`src/rtl/cpu7_ifu_fcl_pkg.sv`:
```
// Shared types for the cpu7 IFU fetch control: FSM encoding, watchdog default
// and the pc_bf select request/response structs.
package cpu7_ifu_fcl_pkg;

  typedef enum logic [1:0] {
    FCL_INIT  = 2'd0,
    FCL_RUN   = 2'd1,
    FCL_DRAIN = 2'd2
  } fcl_state_e;

  localparam int unsigned FCL_TIMEOUT_DEF = 255;

  // Inputs to the pc_bf priority encoder, highest priority first.
  typedef struct packed {
    logic init;
    logic exc;
    logic ertn;
    logic br;
    logic adv;
  } pcsel_req_t;

  // Active-low one-hot pc_bf selects.
  typedef struct packed {
    logic init_l;
    logic old_l;
    logic pcinc_l;
    logic brpc_l;
    logic excpc_l;
    logic ertnpc_l;
  } pcsel_t;

  localparam pcsel_t PCSEL_NONE = '1;

endpackage

```
`src/rtl/cpu7_ifu_fcl_pcsel.sv`:
```
// Priority encoder from fetch-control events to the active-low one-hot pc_bf
// selects; exactly one select is low in every cycle.
module cpu7_ifu_fcl_pcsel
  import cpu7_ifu_fcl_pkg::*;
(
  input  pcsel_req_t req_i,
  output pcsel_t     sel_o
);

  always_comb begin
    sel_o = PCSEL_NONE;
    if (req_i.init)      sel_o.init_l   = 1'b0;
    else if (req_i.exc)  sel_o.excpc_l  = 1'b0;
    else if (req_i.ertn) sel_o.ertnpc_l = 1'b0;
    else if (req_i.br)   sel_o.brpc_l   = 1'b0;
    else if (req_i.adv)  sel_o.pcinc_l  = 1'b0;
    else                 sel_o.old_l    = 1'b0;
  end

endmodule

```
`src/rtl/cpu7_ifu_fcl.sv`:
```
// cpu7 IFU fetch control: single-outstanding instruction-bus handshake,
// stale-return discard after redirects, pc_bf selects and fetch watchdog.
module cpu7_ifu_fcl
  import cpu7_ifu_fcl_pkg::*;
#(
  parameter int unsigned TIMEOUT_CYC = FCL_TIMEOUT_DEF
) (
  input  logic clock,
  input  logic resetn,
  output logic inst_req,
  input  logic inst_addr_ok,
  input  logic inst_valid,
  output logic inst_cancel,
  input  logic br_taken,
  input  logic exu_ifu_except,
  input  logic exu_ifu_ertn_e,
  input  logic exu_ifu_stall_req,
  output logic fcl_fdp_pcbf_sel_init_l,
  output logic fcl_fdp_pcbf_sel_old_l,
  output logic fcl_fdp_pcbf_sel_pcinc_l,
  output logic fcl_fdp_pcbf_sel_brpc_l,
  output logic fcl_fdp_pcbf_sel_excpc_l,
  output logic fcl_fdp_pcbf_sel_ertnpc_l,
  output logic fcl_fdp_dec_valid,
  output logic fcl_fdp_pc_f2d_en,
  output logic fcl_exu_fetch_timeout
);

  localparam int WD_W = $clog2(TIMEOUT_CYC + 1);
  localparam logic [WD_W-1:0] WD_LAST = WD_W'(TIMEOUT_CYC - 1);

  fcl_state_e      state_q, state_d;
  logic            outst_q, outst_d;
  logic            drop_q,  drop_d;
  logic [WD_W-1:0] wd_q,    wd_d;

  logic running, redirect, hs, ret, live, adv, fire;
  pcsel_req_t sel_req;
  pcsel_t     sel;

  assign running  = (state_q != FCL_INIT);
  assign redirect = running & (exu_ifu_except | exu_ifu_ertn_e | br_taken);
  // A returning fetch frees the slot in the same cycle, so the next request overlaps it.
  assign inst_req = running & (~outst_q | inst_valid);
  assign hs       = inst_req & inst_addr_ok;
  assign ret      = running & inst_valid & outst_q;
  assign live     = ret & ~drop_q & ~redirect;
  assign adv      = live & ~exu_ifu_stall_req;
  assign fire     = running & outst_q & ~inst_valid & (wd_q == WD_LAST);

  assign inst_cancel           = redirect | fire;
  assign fcl_fdp_dec_valid     = adv;
  assign fcl_fdp_pc_f2d_en     = adv;
  assign fcl_exu_fetch_timeout = fire;

  assign sel_req = '{init: ~running, exc: exu_ifu_except, ertn: exu_ifu_ertn_e,
                     br: br_taken, adv: adv};

  cpu7_ifu_fcl_pcsel u_pcsel (
    .req_i (sel_req),
    .sel_o (sel)
  );

  assign fcl_fdp_pcbf_sel_init_l   = sel.init_l;
  assign fcl_fdp_pcbf_sel_old_l    = sel.old_l;
  assign fcl_fdp_pcbf_sel_pcinc_l  = sel.pcinc_l;
  assign fcl_fdp_pcbf_sel_brpc_l   = sel.brpc_l;
  assign fcl_fdp_pcbf_sel_excpc_l  = sel.excpc_l;
  assign fcl_fdp_pcbf_sel_ertnpc_l = sel.ertnpc_l;

  always_comb begin
    state_d = state_q;
    outst_d = outst_q;
    drop_d  = drop_q;
    wd_d    = '0;
    if (!running) begin
      state_d = FCL_RUN;
    end else begin
      if (hs)       outst_d = 1'b1;
      else if (ret) outst_d = 1'b0;
      // An older fetch still in flight at a redirect becomes stale; a later
      // redirect merges into that same single stale fetch.
      if (redirect) drop_d = outst_q & ~inst_valid;
      else if (ret) drop_d = 1'b0;
      if (outst_q & ~inst_valid) wd_d = wd_q + WD_W'(1);
      if (fire) begin
        outst_d = 1'b0;
        drop_d  = 1'b0;
        wd_d    = '0;
      end
      state_d = drop_d ? FCL_DRAIN : FCL_RUN;
    end
  end

  always_ff @(posedge clock or negedge resetn) begin
    if (!resetn) begin
      state_q <= FCL_INIT;
      outst_q <= 1'b0;
      drop_q  <= 1'b0;
      wd_q    <= '0;
    end else begin
      state_q <= state_d;
      outst_q <= outst_d;
      drop_q  <= drop_d;
      wd_q    <= wd_d;
    end
  end

endmodule
```
`config.mk`:
```
export PLATFORM = sky130hd
export DESIGN_NAME = cpu7_ifu_fcl
export DESIGN_NICKNAME = d
export VERILOG_FILES = /design/src/rtl/cpu7_ifu_fcl_pkg.sv /design/src/rtl/cpu7_ifu_fcl_pcsel.sv /design/src/rtl/cpu7_ifu_fcl.sv
export SDC_FILE = /design/constraint.sdc
export NUM_CORES = 1
export LEC_CHECK = 0
export BUFFER_PORTS_ARGS = -buffer_cell sky130_fd_sc_hd__buf_2
export CORE_UTILIZATION = 25
export DETAILED_ROUTE_END_ITERATION = 12
export GPL_TIMING_DRIVEN = 0
export PLACE_DENSITY = 0.51
export SLEW_MARGIN = 20
export SYNTH_ARGS = -nofsm -noshare
export SYNTH_HDL_FRONTEND = slang
export SYNTH_HIERARCHICAL = 1
export SYNTH_SLANG_ARGS = --single-unit
```
`constraint.sdc`:
```
create_clock -name clock -period 1.6 [get_ports clock]
set_input_delay 0.08 -clock clock [delete_from_list [all_inputs] [get_ports clock]]
set_output_delay 0.08 -clock clock [all_outputs]
set_load 0.05 [all_outputs]
```
Word level (Yosys, flattened, before mapping)
Cells that the tools add are included.
- register bits after elaboration: 12
- input bits: 8
- output and inout port bits: 11
- add/sub/neg operators: 1
- eq/ne operators: 1
- mux-type cells: 23
- bitwise operators: 21
- reduce and logical (&&, ||, !) cells: 3
- operators with widths (operator ; number):
    8-bit two-way mux ; 3
    1-bit two-way mux ; 14
    1-bit bitwise AND ; 12
    8-bit by 1-bit adder with 8-bit output (second input constant) ; 1
    8-bit equality test (second input constant) ; 1
    2-bit two-way mux ; 3
    3-bit two-way mux ; 2
    5-bit two-way mux ; 1
    1-bit inverter ; 5
    1-bit bitwise OR ; 4
    3-bit nonzero test ; 1
    2-bit AND reduction ; 1
    2-bit nonzero test ; 1

Depth between registers and ports, before layout
- depth after elaboration: 11
- mapped depth: 6
- mapped depth without buffers: 6

Hierarchy
The synthesis kept the hierarchy.
- by module, submodules not included (module ; times used ; cells an instance ; area each (um^2) ; seq. area each (um^2)):
    cpu7_ifu_fcl ; 1 ; 66 ; 648.1 ; 300.3
    cpu7_ifu_fcl_pcsel ; 1 ; 8 ; 45.0 ; 0.0

Worst setup path after synthesis
Ideal clock, no wire load.
- path kind: input -> output
- start point: input port exu_ifu_ertn_e
- end point: output port fcl_fdp_pcbf_sel_pcinc_l
- arrival time: 3.111 ns
- slack: -1.591 ns
- stages on the path: 4
- path buffers: 1
- cell sequence: or3_1 -> buf_2 -> nor4_1 -> nand2_1
- cells in the longest elaborated chain, start to end: 11
- ends and longest elaborated chain (item ; RTL line ; RTL):
    start: declaration ; cpu7_ifu_fcl.sv:16 ; input logic exu_ifu_ertn_e,
    1-bit bitwise OR (2 in a row) ; cpu7_ifu_fcl.sv:42 ; assign redirect = running & (exu_ifu_except | exu_ifu_ertn_e | br_taken);
    1-bit bitwise AND ; cpu7_ifu_fcl.sv:42 ;
    1-bit inverter ; cpu7_ifu_fcl.sv:47 ; assign live = ret & ~drop_q & ~redirect;
    1-bit bitwise AND ; cpu7_ifu_fcl.sv:47 ;
    1-bit bitwise AND ; cpu7_ifu_fcl.sv:48 ; assign adv = live & ~exu_ifu_stall_req;
    via fcl_fdp_dec_valid ; cpu7_ifu_fcl.sv:24 ; output logic fcl_fdp_dec_valid,
    1-bit two-way mux ; cpu7_ifu_fcl_pcsel.sv:16 ; else if (req_i.adv) sel_o.pcinc_l = 1'b0;
    2-bit two-way mux ; cpu7_ifu_fcl_pcsel.sv:15 ; else if (req_i.br) sel_o.brpc_l = 1'b0;
    3-bit two-way mux ; cpu7_ifu_fcl_pcsel.sv:14 ; else if (req_i.ertn) sel_o.ertnpc_l = 1'b0;
    3-bit two-way mux ; cpu7_ifu_fcl_pcsel.sv:13 ; else if (req_i.exc) sel_o.excpc_l = 1'b0;
    5-bit two-way mux ; cpu7_ifu_fcl_pcsel.sv:12 ; if (req_i.init) sel_o.init_l = 1'b0;
    end: declaration ; cpu7_ifu_fcl.sv:20 ; output logic fcl_fdp_pcbf_sel_pcinc_l,
The timed path passes the listed nets, and every way through them passes these cells.

Final worst setup path
- start point: register outst_q
- end point: output port inst_cancel
- cells in the longest elaborated chain, start to end: 4
- ends and longest elaborated chain (item ; RTL line ; RTL):
    start: declaration ; cpu7_ifu_fcl.sv:33 ; logic outst_q, outst_d;
    start signal: assignment ; cpu7_ifu_fcl.sv:103 ; outst_q <= outst_d;
    1-bit bitwise AND (3 in a row) ; cpu7_ifu_fcl.sv:49 ; assign fire = running & outst_q & ~inst_valid & (wd_q == WD_LAST);
    1-bit bitwise OR ; cpu7_ifu_fcl.sv:51 ; assign inst_cancel = redirect | fire;
    end: declaration ; cpu7_ifu_fcl.sv:13 ; output logic inst_cancel,
Every way passes these cells.

==> impl_metrics.env <==
export IMPL_clock_skew_final_ps=3.21
export IMPL_cts_tree="yes"
export IMPL_io_pins=19
export IMPL_cts_sinks=12
export IMPL_worst_path_max_delay_cell="dfrtp_2"
export IMPL_antenna_found_initial=0
export IMPL_fin_nets=117
export IMPL_rsz0062_at_grt="yes"
export IMPL_seq_power_share_pct=35.3
export IMPL_comb_power_share_pct=42.0
export IMPL_clockPowerShare_pct=22.7
export IMPL_gp_congestion=0.755
export IMPL_fp_dieArea_sq_um=2990
export IMPL_utilization_pct=42.8
export IMPL_intPower_w=0.000658
export IMPL_cts_buffer_depth=2
export IMPL_violations="negative setup slack"
export IMPL_fmax_ghz=0.620
export IMPL_critPathKind="flip-flop to primary output"
export IMPL_hold_viol=0
export IMPL_htreeDepth=1
export IMPL_antenna_cells=0
export IMPL_dpl_hpwl_um=1130
export IMPL_slew_headroom_pct=78.2
export IMPL_end_kind="primary output"
export IMPL_synth_avg_cell_area_sq_um=9.37
export IMPL_cp_start_kind="flip-flop"
export IMPL_setup_viol=1
export IMPL_fill_cells=260
export IMPL_wl_um=1640
export IMPL_area_growth_pct=57.0
export IMPL_p_leak_nw=0.462
export IMPL_yosysWarnings=6
export IMPL_via_per_inst=4.79
export IMPL_syn_area_sq_um=693
export IMPL_setup_tns_ps=-12.2
export IMPL_clk_pin_slew_ps=80
export IMPL_min_path_type="input port to flip-flop"
export IMPL_row_count=18
export IMPL_numCtsBuffers=3
export IMPL_timing_final_max_slew_violations=0
export IMPL_vias=651
export IMPL_die_y_um=54.7
export IMPL_start_util_pct=27.2
export IMPL_gr_usage_all_layers_pct=12.4
export IMPL_core_sq_um=2540
export IMPL_tightest_slew_ps=325
export IMPL_critical_path_required_ps=1520
export IMPL_clk_insertion_delay_late_ps=270
export IMPL_ant_nets=0
export IMPL_cp_arrival_ps=1530
export IMPL_grt_max_degree=13
export IMPL_slowest_delay_ps=430
export IMPL_switchingPower_w=0.000391
export IMPL_synth_distinct_cells=32
export IMPL_syn_nets=84
export IMPL_synth_top_area_share_pct=43.3
export IMPL_drive_gt1_share_pct=48.1
export IMPL_fin_ws_ps=-12.2
export IMPL_grt_pass1_wl_um=2590
export IMPL_cts_root_buf="clkbuf_4"
export IMPL_postSynthCellCount=74
export IMPL_crit_path_cell_trace="and2b_2, nand2_4, nor3_4, a21o_2, buf_8"
export IMPL_period_share_pct=101
export IMPL_synth_top_area_cell="dfrtp_1"
export IMPL_ys_seq_elements=12
export IMPL_dr_pass1_iters=4
export IMPL_power_density_nw_per_um2=964
export IMPL_drv_cap=0
export IMPL_status="finished, violations left"
export IMPL_ff2ff_path_depth=7
export IMPL_grt_pass1_vias=604
export IMPL_cp_max_fo=5
export IMPL_wl_per_cell_um=12.0
export IMPL_whs_path_depth=3
export IMPL_io_buffers=18
export IMPL_seq_area_frac_synth_pct=43.3
export IMPL_die_x_um=54.7
export IMPL_synth_area_top_cells="dfrtp_1 (43%), nor2_1 (4.9%), ha_1 (3.6%), nand2_1 (3.2%), o211ai_4 (3.1%)"
export IMPL_switching_share_pct=37.3
export IMPL_final_min_clock_period_ps=1610
export IMPL_grt_overflow=0
export IMPL_drc_errors=0
export IMPL_peakVddDrop_v=0.000636
export IMPL_drt_initial_drc_count=5
-- path summary, 6_finish.rpt --
kind | startpoint | slack (ps) | end
min | inst_addr_ok | 120 | outst_q
max in group asynchronous | resetn | 1140 | outst_q
min reg2reg | wd_q[0] | 550 | wd_q[0]
max | outst_q | -10 | inst_cancel
max reg2reg | wd_q[0] | 140 | state_q[1]
min in group asynchronous | resetn | 220 | wd_q[4]
-- state kept, by name (all words and copies together) (netlist names) --
name / cells
state_q: 2
drop_q: 1
outst_q: 1
wd_q: 8
-- cells in the mapped netlist --
master	count
buf_2	1
xnor2_1	2
nor2b_2	1
nand2b_1	2
nand2_1	6
nor4_1	1
nor2_1	9
a41oi_1	1
clkbuf_4	1
a21oi_1	4
nor3_1	4
ha_1	2
buf_4	1
o31ai_1	1
a311oi_1	1
a31oi_1	1
inv_1	4
or3_1	2
nor3_2	1
dfrtp_1	12
or2_1	1
nor3b_1	1
nor4_2	1
o211ai_4	1
nand3_1	4
a21o_2	1
xor2_1	1
o21a_1	2
and2b_1	1
nand3b_1	1
nand4_2	1
o21ai_0	2
-- cell families (layout without fill, tap and decap cells) --
family	count (synthesis)	after routing	share of synthesized area, %
buffers and inverters	7	39	5.05
DFF	12	12	43.3
xor gates and xnor gates	3	3	3.79
and+or+nand+nor	36	36	28.9
adders and majority gates	2	2	3.61
AOI/OAI and AO/OA	14	14	15.3
-- power groups by stage --
stage / combinational, W / sequential, W / clock [W]
floorplan: 0.000255 / 0.000370 / 0
global placement: 0.000325 / 0.000376 / 0
detailed placement: 0.000327 / 0.000379 / 0
CTS: 0.000406 / 0.000370 / 0.000251
global route: 0.000476 / 0.000376 / 0.000266
finish: 0.000441 / 0.000370 / 0.000238
-- metrics by stage --
step,setup slack (ps),hold slack [ps],instance area [sq um],cells,power [W]
after global routing,-97.2,159,1090,136,0.00112
final,-12.2,125,1090,136,0.00105
after floorplan,-199,-216,746,74,0.000625
after detailed placement,-39.8,-19.7,873,122,0.000705
after CTS,-30.8,113,1040,133,0.00103
after global placement,-22.6,-25.1,873,122,0.000701
-- per-layer routing --
layer	up-vias	share of wire (%)	GRT usage [%]
li1	321	-	-
met1	309	45	14.8
met2	21	49	21.9
met3	0	5.7	2.50
met4	0	0	3.85
met5	-	0	0
-- worst max-delay path, delay by kind of cell (launching register included) --
| family | cells | cell delay [ps] |
|---|---|---|
| buffers and inverters | 1 | 140 |
| flip-flops | 1 | 430 |
| AO/OA/AOI/OAI | 1 | 150 |
| AND/OR/NAND/NOR | 3 | 550 |
-- cell usage in the layout, fill, tap and decap left out, types with 2 or more instances in the layout --
cell      synthesis  layout
nand3_4           0       2
o21a_1            2       2
or3_1             2       2
buf_6             0       4
nand3_1           4       2
inv_1             4       3
buf_4             1      13
buf_2             1       9
clkbuf_4          1       3
nor3_1            4       4
buf_8             0       4
nand2_1           6       4
o21ai_0           2       2
nor2_1            9       8
dfrtp_1          12      11
xnor2_1           2       2
nor4_4            0       2
a21oi_1           4       4
-- repair_timing --
action | in CTS | in global routing
endpoints found under the hold margin | 12 | 0
setup buffers | 6 | 3
hold buffers | 1 | 0
resized for setup | 21 | 11
pin swaps | 3 | 4
endpoints found under the setup margin | 10 | 12
-- cell type report --
| cell class | instances | area [sq um] | area share, % |
|---|---|---|---|
| Multi-Input combinational cell | 55 | 437 | 40.1 |
| Sequential cell | 12 | 302 | 27.7 |
| Timing Repair Buffer | 28 | 230 | 21.1 |
| Tap cell | 30 | 37.5 | 3.45 |
| Clock buffer | 4 | 36.3 | 3.33 |
| Buffer | 3 | 27.5 | 2.53 |
| Inverter | 4 | 18.8 | 1.72 |
Note: power is estimated with default switching activity, not from simulation.
